$ cat config.mk
export PLATFORM = sky130hd
export DESIGN_NAME = calc_entry_fsm
export DESIGN_NICKNAME = d
export VERILOG_FILES = /design/src/rtl/calc_pkg.sv /design/src/rtl/calc_key_class.sv /design/src/rtl/calc_entry_fsm.sv
export SDC_FILE = /design/constraint.sdc
export NUM_CORES = 1
export LEC_CHECK = 0
export ABC_AREA = 1
export CAP_MARGIN = 30
export CORE_MARGIN = 10
export CORE_UTILIZATION = 30
export DETAILED_ROUTE_END_ITERATION = 12
export GPL_TIMING_DRIVEN = 0
export SLEW_MARGIN = 30
export SYNTH_ARGS = -nofsm -noshare
export SYNTH_HDL_FRONTEND = slang
export SYNTH_SLANG_ARGS = --single-unit
$ cat constraint.sdc
create_clock -name clk -period 3.05 [get_ports clk]
set_input_delay 0.305 -clock clk [delete_from_list [all_inputs] [get_ports clk]]
set_output_delay 0.305 -clock clk [all_outputs]
set_load 0.1 [all_outputs]
$ cat src/rtl/calc_pkg.sv
// rtl/calc_pkg.sv - shared states, key codes and operator codes for the calculator entry path
//
// Optional build macro: CALC_BACKSPACE_EN (consumed by calc_key_class).
package calc_pkg;

    typedef enum logic [2:0] {
        S_A     = 3'd0,  // entering operand A
        S_OP    = 3'd1,  // operator latched, waiting for first B digit
        S_B     = 3'd2,  // entering operand B
        S_ISSUE = 3'd3,  // offering A/op/B to the ALU
        S_WAIT  = 3'd4,  // waiting for the ALU result
        S_DONE  = 3'd5   // result shown in A
    } state_t;

    localparam logic [3:0] KEY_OP1 = 4'hA;
    localparam logic [3:0] KEY_OP2 = 4'hB;
    localparam logic [3:0] KEY_OP3 = 4'hE;
    localparam logic [3:0] KEY_OP4 = 4'hF;
    localparam logic [3:0] KEY_CLR = 4'hC;
    localparam logic [3:0] KEY_EQU = 4'hD;

    localparam logic [2:0] OP_NONE = 3'd0;
    localparam logic [2:0] OP_1    = 3'd1;
    localparam logic [2:0] OP_2    = 3'd2;
    localparam logic [2:0] OP_3    = 3'd3;
    localparam logic [2:0] OP_4    = 3'd4;

endpackage

$ cat src/rtl/calc_key_class.sv
// rtl/calc_key_class.sv - combinational classifier of a keypad code into key classes
//
// Ports:
//   key_code  in  4-bit decoded key
//   is_digit  out key is 0-9
//   is_op     out key is an enabled operator key
//   op_code   out operator number 1..NUM_OPS, 0 when not an enabled operator
//   is_clr    out clear key
//   is_equ    out equals key
//   is_bksp   out backspace key (only when CALC_BACKSPACE_EN is defined)
//
// Optional build macro: CALC_BACKSPACE_EN turns 0xF into backspace and clamps
// the operator count to 3.
module calc_key_class
    import calc_pkg::*;
#(
    parameter int NUM_OPS = 2
) (
    input  logic [3:0] key_code,
    output logic       is_digit,
    output logic       is_op,
    output logic [2:0] op_code,
    output logic       is_clr,
    output logic       is_equ,
    output logic       is_bksp
);

`ifdef CALC_BACKSPACE_EN
    localparam int EFF_OPS = (NUM_OPS > 3) ? 3 : NUM_OPS;
`else
    localparam int EFF_OPS = NUM_OPS;
`endif

    logic [2:0] op_num;

    always_comb begin
        op_num  = OP_NONE;
        is_bksp = 1'b0;
        case (key_code)
            KEY_OP1: op_num = OP_1;
            KEY_OP2: op_num = OP_2;
            KEY_OP3: op_num = OP_3;
`ifdef CALC_BACKSPACE_EN
            KEY_OP4: is_bksp = 1'b1;
`else
            KEY_OP4: op_num = OP_4;
`endif
            default: op_num = OP_NONE;
        endcase
        // Operator keys beyond the enabled count behave as if never pressed.
        is_op   = (op_num != OP_NONE) && (int'(op_num) <= EFF_OPS);
        op_code = is_op ? op_num : OP_NONE;
    end

    assign is_digit = (key_code <= 4'd9);
    assign is_clr   = (key_code == KEY_CLR);
    assign is_equ   = (key_code == KEY_EQU);

endmodule

$ cat src/rtl/calc_entry_fsm.sv
// rtl/calc_entry_fsm.sv - operand-entry controller between key translator and ALU
//
// Ports:
//   clk, rst (sync, active low)
//   key_valid/key_code              decoded key strobe
//   calc_valid/calc_ready           A/op/B offer to the ALU
//   operand_a, operand_b, operator  operands and latched operator (0 = none)
//   result_valid/result_in          ALU result strobe
//   display_value, digit_count      operand being edited/shown and its digit count
//   digit_ovf                       one-cycle pulse when a digit is dropped
//   busy                            high while issuing or waiting for the ALU
//
// Optional build macro: CALC_BACKSPACE_EN enables backspace on 0xF in S_A/S_B.
module calc_entry_fsm
    import calc_pkg::*;
#(
    parameter int MAX_DIGITS = 4,
    parameter int OP_W       = 14,
    parameter int NUM_OPS    = 2
) (
    input  logic            clk,
    input  logic            rst,
    input  logic            key_valid,
    input  logic [3:0]      key_code,
    output logic            calc_valid,
    input  logic            calc_ready,
    output logic [OP_W-1:0] operand_a,
    output logic [OP_W-1:0] operand_b,
    output logic [2:0]      operator,
    input  logic            result_valid,
    input  logic [OP_W-1:0] result_in,
    output logic [OP_W-1:0] display_value,
    output logic [2:0]      digit_count,
    output logic            digit_ovf,
    output logic            busy
);

    localparam logic [2:0] MAX_CNT = 3'(MAX_DIGITS);

    state_t     st;
    logic [2:0] a_cnt;  // digits of A, restored to digit_count when display returns to A

    logic       is_digit, is_op, is_clr, is_equ, is_bksp;
    logic [2:0] op_code;

    calc_key_class #(.NUM_OPS(NUM_OPS)) u_key_class (
        .key_code (key_code),
        .is_digit (is_digit),
        .is_op    (is_op),
        .op_code  (op_code),
        .is_clr   (is_clr),
        .is_equ   (is_equ),
        .is_bksp  (is_bksp)
    );

    function automatic logic [OP_W-1:0] shift_in(input logic [OP_W-1:0] v,
                                                 input logic [3:0] d);
        return OP_W'(v * OP_W'(10) + OP_W'(d));
    endfunction

    function automatic logic [OP_W-1:0] drop_last(input logic [OP_W-1:0] v);
        return v / OP_W'(10);
    endfunction

    always_ff @(posedge clk) begin
        if (!rst) begin
            st            <= S_A;
            a_cnt         <= '0;
            operand_a     <= '0;
            operand_b     <= '0;
            operator      <= OP_NONE;
            calc_valid    <= 1'b0;
            display_value <= '0;
            digit_count   <= '0;
            digit_ovf     <= 1'b0;
            busy          <= 1'b0;
        end else begin
            digit_ovf <= 1'b0;
            // Clear wins over everything, including a same-cycle ALU handshake.
            if (key_valid && is_clr) begin
                st            <= S_A;
                a_cnt         <= '0;
                operand_a     <= '0;
                operand_b     <= '0;
                operator      <= OP_NONE;
                calc_valid    <= 1'b0;
                display_value <= '0;
                digit_count   <= '0;
                busy          <= 1'b0;
            end else begin
                case (st)
                    S_A: if (key_valid) begin
                        if (is_digit) begin
                            if (digit_count < MAX_CNT) begin
                                operand_a     <= shift_in(operand_a, key_code);
                                display_value <= shift_in(operand_a, key_code);
                                digit_count   <= digit_count + 3'd1;
                            end else begin
                                digit_ovf <= 1'b1;
                            end
                        end else if (is_op) begin
                            operator <= op_code;
                            a_cnt    <= digit_count;
                            st       <= S_OP;
                        end else if (is_bksp) begin
                            operand_a     <= drop_last(operand_a);
                            display_value <= drop_last(operand_a);
                            if (digit_count != 3'd0) digit_count <= digit_count - 3'd1;
                        end
                    end
                    S_OP: if (key_valid) begin
                        if (is_digit) begin
                            operand_b     <= OP_W'(key_code);
                            display_value <= OP_W'(key_code);
                            digit_count   <= 3'd1;
                            st            <= S_B;
                        end else if (is_op) begin
                            operator <= op_code;
                        end
                    end
                    S_B: if (key_valid) begin
                        if (is_digit) begin
                            if (digit_count < MAX_CNT) begin
                                operand_b     <= shift_in(operand_b, key_code);
                                display_value <= shift_in(operand_b, key_code);
                                digit_count   <= digit_count + 3'd1;
                            end else begin
                                digit_ovf <= 1'b1;
                            end
                        end else if (is_equ) begin
                            calc_valid    <= 1'b1;
                            busy          <= 1'b1;
                            display_value <= operand_a;
                            digit_count   <= a_cnt;
                            st            <= S_ISSUE;
                        end else if (is_bksp) begin
                            operand_b     <= drop_last(operand_b);
                            display_value <= drop_last(operand_b);
                            if (digit_count != 3'd0) digit_count <= digit_count - 3'd1;
                        end
                    end
                    S_ISSUE: if (calc_ready) begin
                        calc_valid <= 1'b0;
                        st         <= S_WAIT;
                    end
                    S_WAIT: if (result_valid) begin
                        operand_a     <= result_in;
                        display_value <= result_in;
                        operand_b     <= '0;
                        operator      <= OP_NONE;
                        digit_count   <= '0;
                        a_cnt         <= '0;
                        busy          <= 1'b0;
                        st            <= S_DONE;
                    end
                    S_DONE: if (key_valid) begin
                        if (is_digit) begin
                            operand_a     <= OP_W'(key_code);
                            display_value <= OP_W'(key_code);
                            digit_count   <= 3'd1;
                            st            <= S_A;
                        end else if (is_op) begin
                            // Chaining: the result stays in A as the left operand.
                            operator <= op_code;
                            a_cnt    <= digit_count;
                            st       <= S_OP;
                        end
                    end
                    default: st <= S_A;
                endcase
            end
        end
    end

endmodule

== Word level (Yosys, flattened, before mapping) ==
Cells that the tools add are included.

* Order comparisons: 3
* Muxes and demuxes: 56
* Eq/ne operators: 36
* Multiply operators: 2
* Bitwise logic cells: 4
* Add/subtract/negate cells: 3
* Reduce and logical (&&, ||, !) cells: 26

{| class="wikitable"
|+ Operator list
! operator !! count
|-
| 14-bit two-way mux || 13
|-
| 14-bit case mux with 3 select lines || 2
|-
| 3-bit two-way mux || 27
|-
| 14-bit case mux with 4 select lines || 1
|-
| 2-bit != test, second input constant || 17
|-
| 14-bit by 4-bit adder with 14-bit output || 2
|-
| 14-bit by 3-bit multiplier with 13-bit output, second input constant || 2
|-
| 4-bit == test, second input constant || 6
|-
| 3-bit case mux with 4 select lines || 2
|-
| 10-bit AND reduction || 2
|-
| 5-bit AND reduction || 4
|-
| 3-bit case mux with 6 select lines || 1
|-
| 7-bit AND reduction || 2
|-
| 2-bit by 1-bit != test with 1-bit output, second input constant || 6
|-
| 3-bit case mux with 2 select lines || 2
|-
| 3-bit nonzero test || 3
|-
| 8-bit AND reduction || 1
|-
| 2-bit nonzero test || 4
|-
| 2-bit OR reduction || 4
|-
| 3-bit by 2-bit == test with 1-bit output, second input constant || 2
|-
| 3-bit == test, second input constant || 2
|-
| 1-bit two-way mux || 6
|-
| 3-bit != test, second input constant || 2
|-
| 5-bit OR reduction || 1
|-
| other kinds (11) || 16
|}

* Output and inout bits: 51
* Register bits: 57
* Word-level logic and storage cells: 140

== Logic depth before layout (Yosys ltp) ==
Gate-level depths: netlist of run 1.

* Word-level depth: 8
* Gate-level depth with buffers: 18

== By module ==
Synthesis of run 1 repeated with hierarchy kept, for this count alone.

* Cells, all modules: 1046
* Area total of the unflattened synthesis: 6516.2 um^2

{| class="wikitable"
|+ Modules (own cells, without submodules)
! module !! seq. area each (um^2) !! area each (um^2) !! times used !! cells an instance
|-
| calc_entry_fsm || 1141.1 || 6439.9 || 1 || 1028
|-
| calc_key_class || 0.0 || 76.3 || 1 || 18
|}

== Worst setup path before layout of run 1 ==
OpenSTA, ideal clock, no wires.

* Kind: register -> register
* From: register operand_b[1]
* To: register display_value[10]
* Setup slack: -0.276 ns
* Stages on the path, launching flop included: 14
* Path buffers: 0
* Arrival: 3.206 ns
* Data required time: 2.931 ns
* Clock period less this slack: 3.326 ns
* Cells stage by stage: dfxtp_1 -> ha_1 -> ha_1 -> fa_1 -> nand2_1 -> nor2_1 -> nand2_1 -> a21oi_1 -> nand3_1 -> nor2_1 -> xor2_1 -> nor2_1 -> nor3_1 -> nor2_1

* Word-level cells in the longest chain between the ends: 6

{| class="wikitable"
|+ RTL lines
! item !! RTL line !! text
|-
| from (decl) || calc_entry_fsm.sv:28 || <nowiki>output logic [OP_W-1:0] operand_b,</nowiki>
|-
| from (signal assigned) || calc_entry_fsm.sv:113 || <nowiki>operand_b <= OP_W'(key_code);</nowiki>
|-
| from (signal assigned) || calc_entry_fsm.sv:124 || <nowiki>operand_b <= shift_in(operand_b, key_code);</nowiki>
|-
| from (signal assigned) || calc_entry_fsm.sv:137 || <nowiki>operand_b <= drop_last(operand_b);</nowiki>
|-
| 14-bit by 3-bit multiplier with 13-bit output || calc_entry_fsm.sv:58 || <nowiki>return OP_W'(v * OP_W'(10) + OP_W'(d));</nowiki>
|-
| 14-bit by 4-bit adder with 14-bit output || calc_entry_fsm.sv:58 ||
|-
| 14-bit two-way mux || calc_entry_fsm.sv:123 || <nowiki>if (digit_count < MAX_CNT) begin</nowiki>
|-
| 14-bit two-way mux || calc_entry_fsm.sv:122 || <nowiki>if (is_digit) begin</nowiki>
|-
| 14-bit two-way mux || calc_entry_fsm.sv:121 || <nowiki>S_B: if (key_valid) begin</nowiki>
|-
| 14-bit case mux with 4 select lines || calc_entry_fsm.sv:91 || <nowiki>case (st)</nowiki>
|-
| to (signal assigned) || calc_entry_fsm.sv:96 || <nowiki>display_value <= shift_in(operand_a, key_code);</nowiki>
|-
| to (signal assigned) || calc_entry_fsm.sv:125 || <nowiki>display_value <= shift_in(operand_b, key_code);</nowiki>
|-
| to (signal assigned) || calc_entry_fsm.sv:133 || <nowiki>display_value <= operand_a;</nowiki>
|-
| to (decl) || calc_entry_fsm.sv:32 || <nowiki>output logic [OP_W-1:0] display_value,</nowiki>
|}

No other way between the ends. The select of a mux whose other input is x is not followed.
A chain may end at the register's enable or synchronous reset.

== Worst setup path after layout of run 1 ==
* From: register operand_a[1]
* To: register display_value[12]

* Word-level cells in the longest chain between the ends: 6

{| class="wikitable"
|+ RTL lines
! item !! RTL line !! text
|-
| from (decl) || calc_entry_fsm.sv:27 || <nowiki>output logic [OP_W-1:0] operand_a,</nowiki>
|-
| from (signal assigned) || calc_entry_fsm.sv:95 || <nowiki>operand_a <= shift_in(operand_a, key_code);</nowiki>
|-
| from (signal assigned) || calc_entry_fsm.sv:106 || <nowiki>operand_a <= drop_last(operand_a);</nowiki>
|-
| from (signal assigned) || calc_entry_fsm.sv:147 || <nowiki>operand_a <= result_in;</nowiki>
|-
| 14-bit by 3-bit multiplier with 13-bit output || calc_entry_fsm.sv:58 ||
|-
| 14-bit by 4-bit adder with 14-bit output || calc_entry_fsm.sv:58 ||
|-
| 14-bit two-way mux || calc_entry_fsm.sv:94 || <nowiki>if (digit_count < MAX_CNT) begin</nowiki>
|-
| 14-bit two-way mux || calc_entry_fsm.sv:93 || <nowiki>if (is_digit) begin</nowiki>
|-
| 14-bit two-way mux || calc_entry_fsm.sv:92 || <nowiki>S_A: if (key_valid) begin</nowiki>
|-
| 14-bit case mux with 4 select lines || calc_entry_fsm.sv:91 ||
|-
| to (signal assigned) || calc_entry_fsm.sv:96 ||
|-
| to (signal assigned) || calc_entry_fsm.sv:107 || <nowiki>display_value <= drop_last(operand_a);</nowiki>
|-
| to (signal assigned) || calc_entry_fsm.sv:114 || <nowiki>display_value <= OP_W'(key_code);</nowiki>
|}

No other way between the ends. The select of a mux whose other input is x is not followed.

==> impl_metrics.json, run 1 <==
{
  "run_status": "completed",
  "whs_ps": 445,
  "finalNetCount": 920,
  "cts_max_level": 3,
  "layout-drive-gt1-share_pct": 7.62,
  "path_clk_slew_ps": 60,
  "antenna_found_initial": 0,
  "start_util_pct": 30.6,
  "cap_violations": 0,
  "pre_cts_ws_ps": -151,
  "cts-resized-gates": 0,
  "cts_sinks": 57,
  "critPathKind": "register to register",
  "cpPeakStageDelay_ps": 450,
  "root_buffer": "clkbuf_16",
  "maxSlewHeadroom_pct": 32.3,
  "netlist.area_leader.share_pct": 23.5,
  "wl_um": 16300,
  "path_max_fanout": 5,
  "arrival_ps": 3000,
  "ir_worst_vdd_uv": 574,
  "critPathLaunch": "operand_a[1]$_SDFFE_PP0P_",
  "io_pins": 74,
  "yosys_warnings": 0,
  "gr-total-overflow": 0,
  "die_x_um": 147,
  "min_period_ps": 2810,
  "ys_async_sr_fraction_pct": 0,
  "yosys.cell_count.top_type": "nand2_1",
  "yosys_most_used_dff": "dfxtp_1",
  "post_synth.cell_area_avg_um2": 6.35,
  "drtIter0Drc": 360,
  "postPlaceCellArea_um2": 5870,
  "maxSlewViolCount": 0,
  "critPathMostFrequentCell": "nand3_1",
  "max_freq_mhz": 356,
  "final-instance-count-excl-fill": 1069,
  "syn_nets": 836,
  "core-area_um2": 15900,
  "cts_tree": "done",
  "critical_path.endpoint_type": "register",
  "start_kind": "register",
  "synth.area.top_cells": "dfxtp_1, nand2_1, ha_1",
  "yosys.area.top_type": "dfxtp_1",
  "post_cts_buffers": 0,
  "p_per_area_nw_per_um2": 1250,
  "drc": 0,
  "clock_latency_ps": 340,
  "hold_start": "operator[2]$_SDFFE_PP0P_",
  "cpMaxStageDelayCell": "fa_1",
  "vias": 5235,
  "syn2layout_area_growth_pct": 28.0,
  "cts_buffer_depth": 2,
  "die-area_um2": 21700,
  "ctsHoldBuffers": 0,
  "port_buffers": 73,
  "grt_max_degree": 11,
  "gp_congestion": 0.904,
  "setup_viol": 0,
  "post_drt_wl_per_cell_um": 15.3,
  "cp_cell_sequence": "ha_1 -> ha_1 -> inv_1 -> fa_1 -> nor2_1 -> nand3_1 -> a21oi_2 -> nand3_1 -> nor2_4 -> nand3_1 -> nand2_1 -> nand3_1 -> nand3_1 -> a21oi_1",
  "ys_seq_area_share_pct": 23.5,
  "hold_class": "register to register",
  "first_global_vias": 5008,
  "yosys_register_bits": 57,
  "hpwl_um": 13000,
  "required_ps": 3240,
  "grt_usage_pct": 15.0,
  "die_y_um": 147,
  "tightestPinTransition_ps": 1010,
  "period_share_pct": 92.1,
  "syn_area_um2": 4850,
  "synth_cell_types": 43,
  "viasPerCell": 4.90,
  "p_total_mw": 7.77,
  "synth_enable_flop_cells": 0,
  "synth_common_cells": "nand2_1, inv_1, nor2_1",
  "leakagePower_nw": 2.92,
  "worst_slack_ps": 242,
  "grt_pass1_wl_um": 26400,
  "diodes": 0,
  "ant_nets": 0,
  "cts_made_buffers": 9,
  "drt_first_pass_iters": 4,
  "rows": 46,
  "stdcell_area_um2": 6210,
  "r2r-start": "operand_a[1]$_SDFFE_PP0P_",
  "dp.cells": 1053,
  "skew_ps": 5.53,
  "hold_viol_final": 0,
  "syn_inst": 764
}
flip-flops by register name, indices dropped and copies added, names as in the netlist:
register       cells
digit_count        3
busy               1
st                 3
digit_ovf          1
calc_valid         1
a_cnt              3
display_value     14
operand_a         14
operator           3
operand_b         14
path summary, 6_finish.rpt:
check / end / slack [ps] / cells after the start
worst min-delay path: operator[2]$_SDFFE_PP0P_ / 440 / 2
worst max-delay path: display_value[12]$_SDFFE_PP0P_ / 240 / 14
worst max register to register: display_value[12]$_SDFFE_PP0P_ / 240 / 14
worst min register to register: operator[2]$_SDFFE_PP0P_ / 440 / 2
per-stage QoR:
step | TNS (ps) | utilization [%]
2_1_floorplan | 0 | -
3_3_place_gp | -250 | 36.9
3_5_place_dp | -379 | 36.9
4_1_cts | 0 | 38.9
5_1_grt | -2.73 | 39.1
6_report | 0 | 39.1
layout make-up:
| class | instances | area (um^2) |
|---|---|---|
| inverters | 102 | 390 |
| clock inverters | 4 | 51.3 |
| fillers | 1758 | 9670 |
| repair buffers | 73 | 736 |
| clock buffers | 12 | 256 |
| flip-flops and latches | 57 | 1150 |
| plain buffers | 16 | 80.1 |
| multi-input cells | 589 | 3280 |
| well taps | 216 | 270 |
per-layer routing:
layer	track usage (%)	part of all wire, %
met1	19.5	47
met2	23.5	45
met3	3.75	5.5
met4	5.10	2.5
met5	0	0
power by group:
group / internal (mW) / switching, mW / leakage (nW)
sequential: 0.998 / 0.288 / 0.469
clock: 0.677 / 0.375 / 0.149
combinational: 1.51 / 3.93 / 2.30
total: 3.18 / 4.59 / 2.92
cell usage in the layout, fill, tap and decap left out, drive strengths merged, types with 2 or more instances in the layout:
| master | n |
|---|---|
| clkinv | 2 |
| nand3b | 3 |
| xnor2 | 7 |
| fa | 4 |
| o22ai | 3 |
| buf | 8 |
| dlymetal6s2s | 2 |
| o211ai | 3 |
| a221oi | 2 |
| o21bai | 4 |
| a211oi | 3 |
| a31oi | 18 |
| a41oi | 3 |
| nand2 | 241 |
| dfxtp | 57 |
| o31ai | 2 |
| o21ai | 47 |
| a21oi | 45 |
| nor3 | 8 |
| xor2 | 11 |
| ha | 45 |
| inv | 102 |
| clkdlybuf4s50 | 71 |
| clkbuf | 20 |
| nor2 | 67 |
| nand4 | 7 |
| nand3 | 59 |
| o221ai | 2 |
worst max-delay path: cells and delay by family (launching register included):
| kind | cells | cell delay [ps] |
|---|---|---|
| compound gates | 2 | 240 |
| fa+ha+maj | 3 | 1000 |
| simple gates | 8 | 990 |
| flops | 1 | 350 |
| buf+inv | 1 | 90 |
logic make-up after synthesis:
logic type | Yosys count | synth area share, %
xor+xnor | 18 | 3.25
simple gates | 386 | 34.0
buf+inv | 118 | 9.69
fa+ha+maj | 49 | 13.2
compound gates | 136 | 16.3
flops | 57 | 23.5
Note: power is estimated with default switching activity, not from simulation.
==> inputs of run 2 (changes only) <==
--- a/config.mk
+++ b/config.mk
@@ -11,6 +11,7 @@
 export CORE_UTILIZATION = 30
 export DETAILED_ROUTE_END_ITERATION = 12
 export GPL_TIMING_DRIVEN = 0
+export MAX_ROUTING_LAYER = met4
 export SLEW_MARGIN = 30
 export SYNTH_ARGS = -nofsm -noshare
 export SYNTH_HDL_FRONTEND = slang
==> impl_metrics.json, run 2 (synthesis results as in run 1) <==
{
  "seqCellArea_um2": 1150,
  "critPathTopFamily": "adder cells",
  "maxSlewHeadroom_pct": 31.6,
  "vias": 5171,
  "multi_input_comb_area_um2": 3280,
  "top_regs": "display_value x14, operand_a x14, operand_b x14",
  "hold_class": "register to register",
  "cpPeakStageDelay_ps": 430,
  "mostFrequentLayoutCells": "nand2_1, inv_1, clkdlybuf4s50_1, nand3_1, nor2_1",
  "ctsHoldBuffers": 0,
  "path_clk_slew_ps": 60,
  "final-instance-count-excl-fill": 1069,
  "r2r_cells": 15,
  "cts_buffer_depth": 2,
  "critPathKind": "register to register",
  "p_per_area_nw_per_um2": 1270,
  "grt_max_degree": 11,
  "cp_cell_sequence": "ha_1 -> ha_2 -> inv_1 -> fa_1 -> xnor2_2 -> inv_1 -> nor2_1 -> nand2_1 -> nor2_2 -> nand3_1 -> o21bai_1 -> nand3_1 -> nand3_1 -> nor2_1 -> nor2_1",
  "syn2layout_area_growth_pct": 28.9,
  "dp.cells": 1053,
  "io_pins": 74,
  "drc": 0,
  "fill_cells": 1757,
  "die_x_um": 147,
  "rsz0062_at_grt": "no",
  "core-area_um2": 15900,
  "cap_violations": 0,
  "start_kind": "register",
  "start_util_pct": 30.6,
  "cpMaxStageDelayCell": "fa_1",
  "root_buffer": "clkbuf_16",
  "skew_ps": 8.26,
  "rows": 46,
  "drtIter0Drc": 369,
  "run_status": "completed",
  "antenna_found_initial": 0,
  "hpwl_um": 12900,
  "grt_usage_pct": 15.3,
  "layout_commonest_cell": "nand2_1",
  "holdPathStages": 2,
  "stdcell_area_um2": 6260,
  "period_share_pct": 90.7,
  "viasPerCell": 4.84,
  "cts_tree": "done",
  "cp_num_cells": 15,
  "critical_path.endpoint_type": "register",
  "drt_first_pass_iters": 5,
  "finalNetCount": 920,
  "postPlaceCellArea_um2": 5870,
  "whs_ps": 444,
  "min_period_ps": 2770,
  "leakagePower_nw": 2.93,
  "cts_made_buffers": 9,
  "wl_um": 16400,
  "p_total_mw": 7.94,
  "gr-total-overflow": 0,
  "tightestPinTransition_ps": 1020,
  "grt_pass1_wl_um": 26300,
  "path_max_fanout": 5,
  "setup_viol": 0,
  "die_y_um": 147,
  "cts_sinks": 57,
  "hold_viol_final": 0,
  "port_buffers": 73,
  "gp_congestion": 0.917,
  "max_freq_mhz": 361,
  "ant_nets": 0,
  "fin_util_pct": 39.4,
  "maxSlewViolCount": 0,
  "arrival_ps": 3040,
  "first_global_vias": 5047,
  "ir_worst_vdd_uv": 791,
  "post_drt_wl_per_cell_um": 15.3,
  "die-area_um2": 21700,
  "cts_max_level": 3,
  "diodes": 0,
  "layout-drive-gt1-share_pct": 7.85,
  "clock_latency_ps": 340,
  "cp_num_buf_inv": 2,
  "required_ps": 3320
}
-- run 2: layer usage --
layer  global-route usage, %  share of wire, %  wire [um]
met4                    4.06               2.0        329
met5                       -                 0          0
met1                    19.6                48       7870
met2                    24.2                45       7400
met3                    3.10               4.7        765
-- run 2: report_power, final --
group,internal (mW),total (mW),switching [mW]
registers,0.998,1.28,0.285
clock network,0.819,1.20,0.383
logic,1.51,5.45,3.94
-- run 2: worst paths after layout --
kind / startpoint / end / slack, ps
worst max-delay path: operand_a[3]$_SDFFE_PP0P_ / display_value[13]$_SDFFE_PP0P_ / 280
worst max register to register: operand_a[3]$_SDFFE_PP0P_ / display_value[13]$_SDFFE_PP0P_ / 280
worst min register to register: operator[2]$_SDFFE_PP0P_ / operator[2]$_SDFFE_PP0P_ / 440
worst min-delay path: operator[2]$_SDFFE_PP0P_ / operator[2]$_SDFFE_PP0P_ / 440
-- run 2: stage by stage --
stage | setup TNS (ps) | setup WS [ps]
after floorplan | 0 | 65.7
after global placement | -247 | -119
after detailed placement | -244 | -116
after CTS | 0 | 88.3
after global routing | 0 | 5.70
final | 0 | 282
-- run 2: tightest hold or removal path, cell delays in order (launching register included) --
cell	delay (ps)
dfxtp_1	310
nand2_1	60
nor2_1	40
-- run 2: layout make-up --
class	instances	share of cell area [%]
plain buffers	16	1.28
inverters	102	6.24
repair buffers	73	11.8
clock inverters	5	1.64
flip-flops and latches	57	18.4
multi-input cells	589	52.5
clock buffers	11	3.88
well taps	216	4.32
-- run 2: what timing repair did --
action / 4_1_cts / 5_1_grt
setup buffers: 0 / 0
resized for setup: 0 / 12
setup endpoints to repair: 0 / 7
